==> src/rtl/fabric_config_pkg.sv <==
// Shared constants and types for the fabric configuration controller.
// Packet words, opcodes, error codes, FSM states and header layout.
package fabric_config_pkg;

  localparam logic [31:0] SYNC_WORD = 32'hFAB0_FAB1;

  localparam logic [7:0] OP_NOP    = 8'h00;
  localparam logic [7:0] OP_WRITE  = 8'h01;
  localparam logic [7:0] OP_DESYNC = 8'h02;

  localparam int HDR_OP_MSB  = 31;
  localparam int HDR_OP_LSB  = 24;
  localparam int HDR_CNT_MSB = 23;
  localparam int HDR_CNT_LSB = 16;
  localparam int HDR_ADR_MSB = 15;
  localparam int HDR_ADR_LSB = 0;

  typedef enum logic [1:0] {
    ERR_NONE    = 2'd0,
    ERR_OPCODE  = 2'd1,
    ERR_RANGE   = 2'd2,
    ERR_OVERRUN = 2'd3
  } err_code_e;

  typedef enum logic [1:0] {
    ST_IDLE   = 2'd0,
    ST_HEADER = 2'd1,
    ST_DATA   = 2'd2,
    ST_STROBE = 2'd3
  } state_e;

endpackage

==> src/rtl/fabric_config_ctrl.sv <==
// Packet parser and frame assembler feeding the fabric config chain.
// Collects NUM_ROWS words per frame and strobes them into the fabric.
module fabric_config_ctrl
  import fabric_config_pkg::*;
#(
  parameter int NUM_ROWS      = 4,
  parameter int FRAME_AW      = 8,
  parameter int NUM_FRAMES    = 200,
  parameter int STROBE_CYCLES = 2
) (
  input  logic                     clk_i,
  input  logic                     rst_ni,
  input  logic                     enable_i,
  input  logic [31:0]              word_data_i,
  input  logic                     word_valid_i,
  output logic [NUM_ROWS*32-1:0]   frame_data_o,
  output logic [FRAME_AW-1:0]      frame_addr_o,
  output logic                     frame_strobe_o,
  output logic                     busy_o,
  output logic                     done_o,
  output logic                     error_o,
  output logic [1:0]               err_code_o
);

  localparam int FW  = NUM_ROWS * 32;
  localparam int WCW = $clog2(NUM_ROWS) + 1;
  localparam logic [WCW-1:0] W_LAST = WCW'(NUM_ROWS - 1);
  localparam logic [3:0] S_LAST = 4'(STROBE_CYCLES - 1);
  localparam logic [16:0] FRAMES_L = 17'(NUM_FRAMES);

  state_e            state_q, state_d;
  logic [FW-1:0]     frame_q, frame_d;
  logic [FRAME_AW-1:0] addr_q, addr_d;
  logic [7:0]        rem_q, rem_d;
  logic [WCW-1:0]    wcnt_q, wcnt_d;
  logic [3:0]        scnt_q, scnt_d;
  logic              ovr_q, ovr_d;
  logic              strobe_q, strobe_d;
  logic              done_q, done_d;
  logic              err_q, err_d;
  err_code_e         code_q, code_d;

  logic [7:0]  hdr_op;
  logic [7:0]  hdr_cnt;
  logic [15:0] hdr_start;
  logic [16:0] hdr_end;
  logic        hdr_hi;
  logic        is_sync;

  assign hdr_op    = word_data_i[HDR_OP_MSB:HDR_OP_LSB];
  assign hdr_cnt   = word_data_i[HDR_CNT_MSB:HDR_CNT_LSB];
  assign hdr_start = word_data_i[HDR_ADR_MSB:HDR_ADR_LSB];
  assign hdr_end   = {1'b0, hdr_start} + {9'd0, hdr_cnt} + 17'd1;
  assign hdr_hi    = (hdr_start >> FRAME_AW) != 16'd0;
  assign is_sync   = word_data_i == SYNC_WORD;

  // Next-state, datapath and flag updates for the packet FSM.
  always_comb begin
    state_d  = state_q;
    frame_d  = frame_q;
    addr_d   = addr_q;
    rem_d    = rem_q;
    wcnt_d   = wcnt_q;
    scnt_d   = scnt_q;
    ovr_d    = ovr_q;
    done_d   = 1'b0;
    err_d    = err_q;
    code_d   = code_q;
    if (!enable_i) begin
      state_d = ST_IDLE;
      wcnt_d  = '0;
      scnt_d  = '0;
      ovr_d   = 1'b0;
    end else begin
      unique case (state_q)
        ST_IDLE: begin
          if (word_valid_i && is_sync) begin
            err_d   = 1'b0;
            code_d  = ERR_NONE;
            state_d = ST_HEADER;
          end
        end
        ST_HEADER: begin
          if (word_valid_i) begin
            unique case (1'b1)
              is_sync: ;
              hdr_op == OP_NOP: ;
              hdr_op == OP_WRITE: begin
                if (hdr_end > FRAMES_L || hdr_hi) begin
                  err_d   = 1'b1;
                  code_d  = ERR_RANGE;
                  state_d = ST_IDLE;
                end else begin
                  addr_d  = hdr_start[FRAME_AW-1:0];
                  rem_d   = hdr_cnt;
                  wcnt_d  = '0;
                  state_d = ST_DATA;
                end
              end
              hdr_op == OP_DESYNC: begin
                done_d  = 1'b1;
                state_d = ST_IDLE;
              end
              default: begin
                err_d   = 1'b1;
                code_d  = ERR_OPCODE;
                state_d = ST_IDLE;
              end
            endcase
          end
        end
        ST_DATA: begin
          if (word_valid_i) begin
            frame_d = {frame_q[FW-33:0], word_data_i};
            if (wcnt_q == W_LAST) begin
              wcnt_d  = '0;
              scnt_d  = '0;
              state_d = ST_STROBE;
            end else begin
              wcnt_d = wcnt_q + 1'b1;
            end
          end
        end
        ST_STROBE: begin
          if (word_valid_i) begin
            ovr_d  = 1'b1;
            err_d  = 1'b1;
            code_d = ERR_OVERRUN;
          end
          if (scnt_q == S_LAST) begin
            scnt_d = '0;
            if (ovr_q || word_valid_i) begin
              ovr_d   = 1'b0;
              state_d = ST_IDLE;
            end else if (rem_q == 8'd0) begin
              state_d = ST_HEADER;
            end else begin
              rem_d   = rem_q - 8'd1;
              addr_d  = addr_q + 1'b1;
              state_d = ST_DATA;
            end
          end else begin
            scnt_d = scnt_q + 4'd1;
          end
        end
        default: state_d = ST_IDLE;
      endcase
    end
    strobe_d = state_d == ST_STROBE;
  end

  // State and datapath registers; reset clears frame and strobe at once.
  always_ff @(posedge clk_i or negedge rst_ni) begin
    if (!rst_ni) begin
      state_q  <= ST_IDLE;
      frame_q  <= '0;
      addr_q   <= '0;
      rem_q    <= '0;
      wcnt_q   <= '0;
      scnt_q   <= '0;
      ovr_q    <= 1'b0;
      strobe_q <= 1'b0;
      done_q   <= 1'b0;
      err_q    <= 1'b0;
      code_q   <= ERR_NONE;
    end else begin
      state_q  <= state_d;
      frame_q  <= frame_d;
      addr_q   <= addr_d;
      rem_q    <= rem_d;
      wcnt_q   <= wcnt_d;
      scnt_q   <= scnt_d;
      ovr_q    <= ovr_d;
      strobe_q <= strobe_d;
      done_q   <= done_d;
      err_q    <= err_d;
      code_q   <= code_d;
    end
  end

  assign frame_data_o   = frame_q;
  assign frame_addr_o   = addr_q;
  assign frame_strobe_o = strobe_q;
  assign busy_o         = state_q != ST_IDLE;
  assign done_o         = done_q;
  assign error_o        = err_q;
  assign err_code_o     = code_q;

endmodule

==> config.mk <==
export PLATFORM = sky130hd
export DESIGN_NAME = fabric_config_ctrl
export DESIGN_NICKNAME = d
export VERILOG_FILES = /design/src/rtl/fabric_config_pkg.sv /design/src/rtl/fabric_config_ctrl.sv
export SDC_FILE = /design/constraint.sdc
export NUM_CORES = 1
export LEC_CHECK = 0
export BUFFER_PORTS_ARGS = -buffer_cell sky130_fd_sc_hd__buf_2
export CAP_MARGIN = 20
export CORE_MARGIN = 2
export CORE_UTILIZATION = 58
export CTS_CLUSTER_SIZE = 20
export DETAILED_ROUTE_END_ITERATION = 10
export PLACE_DENSITY = 0.89
export RECOVER_POWER = 100
export SYNTH_ARGS = -nofsm -noshare
export SYNTH_HDL_FRONTEND = slang
export SYNTH_SLANG_ARGS = --single-unit
==> constraint.sdc <==
create_clock -name clk_i -period 4.84 [get_ports clk_i]
set_input_delay 0.484 -clock clk_i [delete_from_list [all_inputs] [get_ports clk_i]]
set_output_delay 0.484 -clock clk_i [all_outputs]
set_load 0.005 [all_outputs]
# Word level (Yosys, flattened, before mapping)

Cells that the tools add are included.

Register bits: 159
Bits in latches: 0
Memory bits (writable): 0
Bits in read-only memories: 0
Output and inout port bits: 142
Logic and storage cells: 120
Memories: 0

$add $sub $neg: 6
$mul: 0
Divide/modulo/power cells: 0
Order comparisons: 1
Equality and inequality tests: 27
Shift operators: 0
Muxes and demuxes: 58
Bitwise logic cells: 0
Reductions and logical operators: 17

Operators by type and width:

| kind                                                                              | count |
|---|---|
| 8-bit two-way mux                                                                 | 12 |
| 32-bit equality test (second input constant)                                      | 1 |
| 8-bit case mux with 2 select lines                                                | 2 |
| 2-bit two-way mux                                                                 | 13 |
| 3-bit two-way mux                                                                 | 6 |
| 2-bit != test (second input constant)                                             | 9 |
| 3-bit != test (second input constant)                                             | 6 |
| 16-bit by 8-bit adder with 17-bit output                                          | 1 |
| 17-bit by 1-bit adder with 17-bit output (second input constant)                  | 1 |
| 17-bit by 8-bit greater-than comparator with 1-bit output (second input constant) | 1 |
| 8-bit zero test                                                                   | 2 |
| 4-bit two-way mux                                                                 | 4 |
| 16-bit nonzero test                                                               | 1 |
| 1-bit two-way mux                                                                 | 13 |
| 8-bit by 1-bit adder with 8-bit output (second input constant)                    | 1 |
| 8-bit by 1-bit equality test with 1-bit output (second input constant)            | 1 |
| 8-bit by 2-bit equality test with 1-bit output (second input constant)            | 1 |
| 2-bit case mux with 2 select lines                                                | 2 |
| 2-bit case mux with 4 select lines                                                | 1 |
| 4-bit case mux with 2 select lines                                                | 1 |
| 8-bit AND reduction                                                               | 1 |
| 8-bit by 1-bit subtractor with 8-bit output (second input constant)               | 1 |
| 7-bit AND reduction                                                               | 1 |
| 2-bit equality test (second input constant)                                       | 3 |
| 20 further kinds                                                                  | 24 |

# Depth between registers and ports, before layout

Gate-level depths: netlist of run 1.

Depth in word-level cells: 10
Mapped depth: 14
Depth with buffers taken out: 12

# Worst setup path before layout of run 1

OpenSTA, ideal clock, no wires.

Path type: input to register
From: input port word_data_i[0]
To: register addr_q[5] (netlist: frame_addr_o[5])
Data arrival time: 2.908 ns
Data required time: 4.720 ns
Path slack: 1.812 ns
Cell stages on the path: 13
Buffers on the path: 1
Cells stage by stage: inv_1 -> ha_1 -> inv_1 -> fa_1 -> a211oi_1 -> o21ai_0 -> a211o_1 -> nor2_2 -> nand2b_1 -> o21ai_2 -> buf_6 -> mux2_1 -> o211a_1

Word-level cells in the longest chain between the ends: 6

Ends and longest elaborated chain:

| what                                                      | RTL line                  | text |
|---|---|---|
| from (decl)                                               | fabric_config_ctrl.sv:14  | `input logic [31:0] word_data_i,` |
| 16-bit by 8-bit adder with 17-bit output                  | fabric_config_ctrl.sv:53  | `assign hdr_end = {1'b0, hdr_start} + {9'd0, hdr_cnt} + 17'd1;` |
| 17-bit by 1-bit adder with 17-bit output                  | fabric_config_ctrl.sv:53  |  |
| 17-bit by 8-bit greater-than comparator with 1-bit output | fabric_config_ctrl.sv:89  | `if (hdr_end > FRAMES_L \|\| hdr_hi) begin` |
| 1-bit logical OR                                          | fabric_config_ctrl.sv:89  |  |
| 2-bit != test (no line)                                   | -                         |  |
| 8-bit AND reduction (no line)                             | -                         |  |
| to (signal assigned)                                      | fabric_config_ctrl.sv:169 | `addr_q <= addr_d;` |
| to (decl)                                                 | fabric_config_ctrl.sv:33  | `logic [FRAME_AW-1:0] addr_q, addr_d;` |

Every way passes these cells.
A chain may end at the register's enable or synchronous reset.

# Worst setup path after layout of run 1

From: register state_q[0]
To: register frame_q[46] (netlist: frame_data_o[46])

Word-level cells in the longest chain between the ends: 2

Ends and longest elaborated chain:

| what                          | RTL line                  | text |
|---|---|---|
| from (decl)                   | fabric_config_ctrl.sv:31  | `state_e state_q, state_d;` |
| from (signal assigned)        | fabric_config_ctrl.sv:167 | `state_q <= state_d;` |
| 2-bit equality test           | fabric_config_ctrl.sv:75  | `unique case (state_q)` |
| 3-bit AND reduction (no line) | -                         |  |
| to (signal assigned)          | fabric_config_ctrl.sv:168 | `frame_q <= frame_d;` |
| to (decl)                     | fabric_config_ctrl.sv:32  | `logic [FW-1:0] frame_q, frame_d;` |

Every way passes these cells.

==> results of run 1 <==
placed cells by master (no fill, tap or decap), drive strengths merged, types with 4 or more instances in the layout:
master,n
a21oi,19
a31oi,5
and3,8
buf,91
bufinv,4
clkbuf,112
dfrtp,159
ha,18
inv,21
mux2,132
mux2i,6
nand2,30
nand3,13
nand4,10
nand4b,4
nor2,21
nor2b,4
nor3,7
nor4,7
o211a,8
o21ai,23
or3,8
xnor2,4
final cells by class:
| type | count | area (sq um) |
|---|---|---|
| sequential | 159 | 3980 |
| fill | 867 | 3280 |
| multi-input combinational | 370 | 3100 |
| timing repair buffer | 184 | 838 |
| clock buffer | 20 | 457 |
| tap | 168 | 210 |
| clock inverter | 12 | 180 |
| inverter | 18 | 67.6 |
cell usage after synthesis (all sizes together), types with 2 or more instances:
library cell  count  area, sq um
o31ai             2         15.0
clkbuf           23         87.6
o41ai             2         17.5
nor3b             2         15.0
o211a             8         80.1
and3              8         50.1
a21oi            19          103
o21ai            23          119
nand4            10         62.6
nand3            13         65.1
o211ai            2         15.0
and2              3         18.8
a211oi            3         22.5
nor2b             4         25.0
nand2b            3         18.8
nor4              7         73.8
a41oi             2         17.5
buf               4         33.8
or3               8         50.1
o32a              2         20.0
a21boi            2         15.0
o22ai             2         12.5
nand4b            4         35.0
nor2             21         81.3
xnor2             4         35.0
ha               18          225
dfrtp           159         3980
or4b              2         20.0
a31oi             5         31.3
mux2            132         1490
inv              18         67.6
mux2i             6         60.1
a211o             2         17.5
nor3              7         35.0
nand2            30          113
o21a              2         15.0
registers in the layout, indices dropped and copies added, names as in the netlist:
register and flops:
frame_data_o 128, frame_addr_o 8, rem_q 8, scnt_q 4, wcnt_q 3, err_code_o 2
state_q 2, done_o 1, error_o 1, frame_strobe_o 1, ovr_q 1
metal layers:
layer	GRT usage, %	wire length, um	share of wire, %
met5	0	0	0
met4	10.4	456	2.5
met3	6.75	1140	6.3
met2	47.5	9230	51
met1	33.6	7220	40
cells by family (layout without fill, tap and decap cells):
kind of cell | after synthesis | count (layout)
AOI/OAI and AO/OA | 82 | 82
xor gates and xnor gates | 4 | 4
adders and majority gates | 19 | 19
buffers and inverters | 45 | 234
DFF | 159 | 159
muxes | 138 | 138
and+or+nand+nor | 127 | 127
worst max-delay path, delay by kind of cell, from the launching register on:
family	cells	cell delay [ps]
simple gates	1	1350
buf+inv	2	950
mux	1	500
flops	1	420
fa+ha+maj	1	340
what timing repair did:
item | CTS | global route
endpoints found under the hold margin | 36 | 0
hold buffers | 1 | 0
resized for setup | 0 | 0
stage by stage:
step / instances / hold WS, ps / setup slack, ps
finish: 931 / 354 / 1110
global route: 931 / 342 / 729
CTS: 930 / 342 / 1260
detailed placement: 897 / 395 / 1210
global placement: 897 / 388 / 1310
floorplan: 574 / 188 / 1810
power groups by stage:
stage,registers (mW),clock network [mW],logic (mW)
finish,1.33,1.43,0.129
CTS,1.33,1.45,0.131
floorplan,1.36,0,0.0565
detailed placement,1.36,0,0.130
global placement,1.36,0,0.123
global route,1.33,1.50,0.145
worst max path at each step:
stage	startpoint	to	slack (ps)	cells after the start
6_report	state_q[0]	frame_data_o[46]	1110	5
5_1_grt	rst_ni	frame_data_o[3]	730	3
3_3_place_gp	word_data_i[0]	frame_addr_o[2]	1310	13
2_1_floorplan	word_data_i[0]	frame_addr_o[5]	1810	13
4_1_cts	state_q[0]	frame_addr_o[7]	1260	9
3_5_place_dp	word_data_i[0]	frame_addr_o[7]	1210	13
==> impl_summary.md, run 1 <==
Status
The flow ran to the end, but the final reports show violations. The checks that failed: capacitance limit, slew limit.

Power
The internal cell power is 2.26 mW. Across the VDD grid, the largest voltage drop is 175 uV. The logic gate share of total power is 4.5%. The reported leakage power is 4.60 nW.

The switching portion of total power is 21.5%. Summed over all nets, the switching power comes to 0.621 mW. The power share of the clock group is 49.4%. In this run the power density over the cells is 327 mW/mm^2. The design draws 2.89 mW.

Registers are responsible for 46.1% of the overall power.

Critical path
Across all register-to-register paths, the minimum setup slack is 1110 ps. In this run the worst path has a maximum fanout of 73. The capture instance of the worst register-to-register path is frame_data_o[46]. Counting cells, the worst reg-to-reg path comes to 5. The maximum single-stage delay on the critical path is 1350 ps. For the worst setup path, the data arrival time is 4020 ps. Walking the worst path, the cells encountered are inv_1, ha_1, nand3_2, clkbuf_2, mux2_1.

The kind of end point of the critical path is a flop. The launching element type of the critical path is a flop. The startpoint of the lowest-slack register-to-register path is state_q[0]. The worst setup path category is reg2reg. For this design, the slowest cell found on the critical path is sky130_fd_sc_hd__nand3_2. The required time of the critical path is 5130 ps.

Timing
Setup repair after global routing left no endpoint under its margin. Setup violations remaining at the end of the flow were counted as 0. The worst slew margin relative to its limit is -29.7%. The final number of max-transition violations is 113. Derived from the worst setup path, the maximum achievable clock frequency is 268 MHz. The summed negative setup slack over all endpoints is 0 ps.

The final clock period utilization by the worst path is 77.2%. The maximum clock skew at final layout is 12.1 ps. The routed design could run at a clock period as short as 3730 ps.

The transition time of the tightest slew-check pin is 1950 ps. The number of endpoints with negative hold slack in the final report is 0.

Clock tree
The number of buffers inserted during clock tree synthesis is 17. The tree built by TritonCTS fans out to 159 sinks. The worst-case clock buffer depth is 2. Clock-pin slew was measured on the worst setup and hold paths at 60 ps. The clock latency on the worst-skew pair is 420 ps. After clock tree synthesis, the setup repair step added 0 buffers. The maximum level of the CTS H-tree is 4.

The buffer type at the clock tree root is sky130_fd_sc_hd__clkbuf_16. TritonCTS built the clock tree.

Drt
The post-detailed-route DRC marker count is 0. The detailed-routing iteration count for the pre-antenna-repair pass is 5. Dividing the detail-routed wire length by the instance count gives 19.4 um. The number of routed nets with antenna violations is 0. The routed layout has 5449 vias. The total detailed-routing wirelength is 18000 um. The starting DRC count in detailed routing is 448. After detailed routing, the number of vias per cell comes to 5.85.

Synth
The number of nets produced by synthesis is 629. For this run, the number of Yosys warnings is 0. Summing the areas of all compound-gate instances in the mapped netlist gives 7.70% of the synthesized area. For this run, the register share of the synthesized area comes to 54.8%. The adder-cell share of the synthesized area is 3.38%. The multiplexer area fraction after synthesis is 21.3%.

The simple logic cell fraction of the synthesized area is 9.75%. In the synthesized netlist the dominant register cell turns out to be sky130_fd_sc_hd__dfrtp_1. Averaged over all synthesized cells, the footprint is 12.7 sq um. The number of synthesized flops with an enable pin is 0. The cell count after synthesis came out at 574. The cell area after synthesis is 0.00726 sq mm. The number of different library cells used by synthesis comes to 57. The synthesis-stage register bit count is 159. After synthesis, the largest family of logic cells by area is multiplexers. Of all flip-flops after synthesis, the portion carrying an async set or reset was 100%. The xor-xnor portion of the synthesized cell area is 0.482%.

Final layout
The net count of the finished layout is 805. The fraction of layout cells with a size suffix above 1 is 33.9%. Cells fill 72.9% of the core in the end. The layout overhead on the synthesized area is 21.6%. The antenna diode count is 0. After routing the design area is 0.00883 sq mm.

Floorplan
From bottom edge to top edge, the die measures 116 um. The die covers 0.0134 sq mm. The floorplan die width is 116 um. The total number of placement rows is 40. For this design the top-level I/O count stands at 178.

The area of the core is 0.0121 sq mm. The initial core utilization is 60.0%.

Flow run
Across the run, the number of max-cap violations was 2.

Global route
The initial antenna violation count is 0. The global-route usage over all layers is 27.5%. Entering global routing, the biggest net connects 74 pins. The number of global-route vias before repair came to 5482. The first global-routing pass estimated 28200 um of wire. The total overflow left after global routing is 0.

Placement
The post-detailed-placement cell area is 0.00829 sq mm. The count of buffers from port buffering is 177. The post-detailed-placement half-perimeter wirelength is 12800 um. Routability-driven placement finished with a final weighted congestion of 0.882.

Min path
The endpoint of the worst hold-timing path is frame_data_o[15]. The worst hold path startpoint is word_data_i[15]. The min-delay analysis places its worst path in the category in2reg.

Along the worst hold path, the cell count comes to 2.
No activity file was read; power rests on OpenSTA's default activity.
==> inputs of run 2 (changes only) <==
- CORE_UTILIZATION: 58 -> 48
- PLACE_DENSITY: 0.89 -> 0.79
- clock period: 4.84 -> 3.25 ns (I/O delays scaled with it)
==> run 2 against run 1 <==
  * Sequential share of layout area shrank 0.22 points
  * Die area grew 20%
  * The run still ends with capacitance limit, slew limit left
  * Count of clock-buffer cells in the layout increased by 2
  * Largest cell class unchanged
  * Global-route usage shrank 5.6 points
==> impl_summary.md, run 2 (synthesis gave the netlist of run 1 again) <==
Final layout
The register with the most flip-flops in the layout has 128 of them. The fraction of layout cells with a size suffix above 1 is 38.9%. The most common cell after layout, fill and taps aside is sky130_fd_sc_hd__dfrtp_1. The finished layout holds 948 standard cells, fillers aside. The library cells used most frequently in the layout, excluding fill and tap cells, are 159 x sky130_fd_sc_hd__dfrtp_1, 130 x sky130_fd_sc_hd__mux2_2, 121 x sky130_fd_sc_hd__buf_2, 58 x sky130_fd_sc_hd__clkbuf_1, 30 x sky130_fd_sc_hd__nand2_1. The layout overhead on the synthesized area is 22.2%. At the end of the flow, the number of nets in the layout was 805.

Clock tree
The clock latency on the worst-skew pair is 430 ps. In this run the deepest clock path goes through 2 buffers. Buffers inserted during clock tree synthesis total 17.

The buffer type at the clock tree root is sky130_fd_sc_hd__clkbuf_16. The CTS clock-pin slew for the worst setup and hold paths is 60 ps. In this run the post-CTS setup repair buffer count came out at 0. The maximum level of the CTS H-tree is 4. Clock tree synthesis found a total of 159 sinks. The CTS tree is yes. The quantity of gates resized following cts is 0.

The count of hold-fix buffers inserted at cts is 0.

Global route
The first global-routing pass estimated 27800 um of wire. Global routing consumed, over all layers together, 21.9% of the routing resources. The initial antenna violation count is 1. For this run the aggregate overflow at the end of global routing stands at 0.

The number of global-route vias before repair is 5351. Entering global routing, the biggest net connects 92 pins.

Critical path
Of all nets on the critical path, the largest fanout is 24. The required time of the critical path is 3560 ps. The kind of end point of the critical path is a flop. The worst-case register-to-register setup slack is 440 ps. The critical path startpoint is word_data_i[0]. The length in cells of the worst reg-to-reg path is 11. The end point of the critical path is rem_q[7]. The data arrival time of the critical path is 3130 ps. In this run the critical register-to-register path is launched from state_q[1]. The capture instance of the worst register-to-register path is rem_q[7].

The worst setup path is launched from an input port. The worst setup path category is in2reg.

Drt
For this run, design rule violations remaining after detail routing come to 0. The detailed-routing iteration count for the pre-antenna-repair pass is 5. The per-cell via count in the routed design is 5.64. The starting DRC count in detailed routing is 299. The number of routed nets with antenna violations is 0. The final routed wire length divided by cell count is 18.0 um. Summed over all layers, the routed wires come to 17100 um. Detailed routing inserted a total of 5342 vias.

Floorplan
The initial core utilization is 49.6%. The total number of placement rows is 44. Measured along the y axis, the die boundary spans 127 um. The overall die area is 0.0161 sq mm. The number of top-level pins is 178. Measured along the x axis, the die boundary spans 127 um. The area of the core is 0.0146 sq mm.

Timing
Setup violations remaining at the end of the flow were counted as 0. The transition time of the tightest slew-check pin is 2240 ps. The number of endpoints with negative hold slack in the final report is 0. The worst slew margin relative to its limit is -49.3%. The shortest period the worst path allows is 2820 ps. Clock skew on the completed layout was measured at 12.4 ps. The final number of max-transition violations was 91. The maximum clock frequency is 354 MHz. The final clock period utilization by the worst path is 86.9%.

The summed negative setup slack over all endpoints is 0 ps. Setup repair after global routing left no endpoint under its margin.

Status
The flow ran to the end, but the final reports show violations. The checks that failed: capacitance limit, slew limit.

Power
Summed over all cells, the static leakage comes to 4.73 nW. Dividing total power by cell area gives a power density of 473 mW/mm^2. IR analysis of the VDD net gives a maximum drop of 323 uV.

Placement
Summed over all nets, the half-perimeter wirelength after detailed placement is 12400 um. In this run the tool buffered the top-level ports with 177 buffer cells. The number of instances in the placed design is 915. Routability-driven placement finished with a final weighted congestion of 0.908.

Min path
The worst hold path belongs to the class in2reg.

Flow run
The count of maximum capacitance violations is 1.
-- run 2: changes by cell type in the layout (fill, tap and decap cells not counted), moves of 4 or more --
cell,change
sky130_fd_sc_hd__buf_2,+33
sky130_fd_sc_hd__clkbuf_1,-32
sky130_fd_sc_hd__mux2_1,-4
sky130_fd_sc_hd__mux2_2,+4
-- run 2: power breakdown --
part	switching, mW	internal [mW]
Clock	0.799	1.22
Sequential	0.000972	1.98
Combinational	0.130	0.0598
-- run 2: worst min path at each step --
stage                          from                end  slack, ps  cells after the start
finish              word_data_i[12]   frame_data_o[12]        180                      2
floorplan                    rst_ni             done_o         30                      0
global route        word_data_i[12]   frame_data_o[12]        180                      2
detailed placement           rst_ni  frame_data_o[105]        460                      1
CTS                          rst_ni  frame_data_o[105]          3                      1
global placement             rst_ni  frame_data_o[121]        440                      1
-- run 2: layout make-up --
type                    count  area, sq um
multi-input cells         370         3100
inverters                  18         67.6
fillers                  1205         5770
well taps                 184          230
flip-flops and latches    159         3980
clock inverters            10          126
diodes                      1         2.50
repair buffers            184          885
clock buffers              22          484
-- run 2: worst max-delay path: stages --
cell	delay, ps
sky130_fd_sc_hd__buf_2	110
sky130_fd_sc_hd__inv_1	90
sky130_fd_sc_hd__ha_1	180
sky130_fd_sc_hd__inv_1	60
sky130_fd_sc_hd__fa_1	410
sky130_fd_sc_hd__a211oi_1	310
sky130_fd_sc_hd__o21ai_0	190
sky130_fd_sc_hd__a211o_1	360
sky130_fd_sc_hd__nor2_1	170
sky130_fd_sc_hd__a41oi_1	160
sky130_fd_sc_hd__o21ai_2	120
sky130_fd_sc_hd__buf_12	190
sky130_fd_sc_hd__mux2_2	340
sky130_fd_sc_hd__o211a_1	130
-- run 2: metal layers --
metal / global-route usage, % / vias up / routed length [um]
met2: 34.9 / 195 / 8200
li1: - / 2458 / -
met5: 0 / - / 0
met3: 4.82 / 44 / 1020
met1: 28.8 / 2645 / 7360
met4: 10.2 / 0 / 484
-- run 2: per-stage QoR --
step / hold slack, ps / cell area, sq um / total power, mW / setup slack [ps] / util (%)
global placement: 436 / 8380 / 2.21 / 143 / 57.2
finish: 178 / 8870 / 4.20 / 425 / 60.6
global route: 180 / 8870 / 4.36 / 214 / 60.6
detailed placement: 459 / 8380 / 2.21 / 24.9 / 57.2
floorplan: 29.4 / 7260 / 2.10 / 381 / -
CTS: 3.02 / 8990 / 4.25 / 466 / 61.4
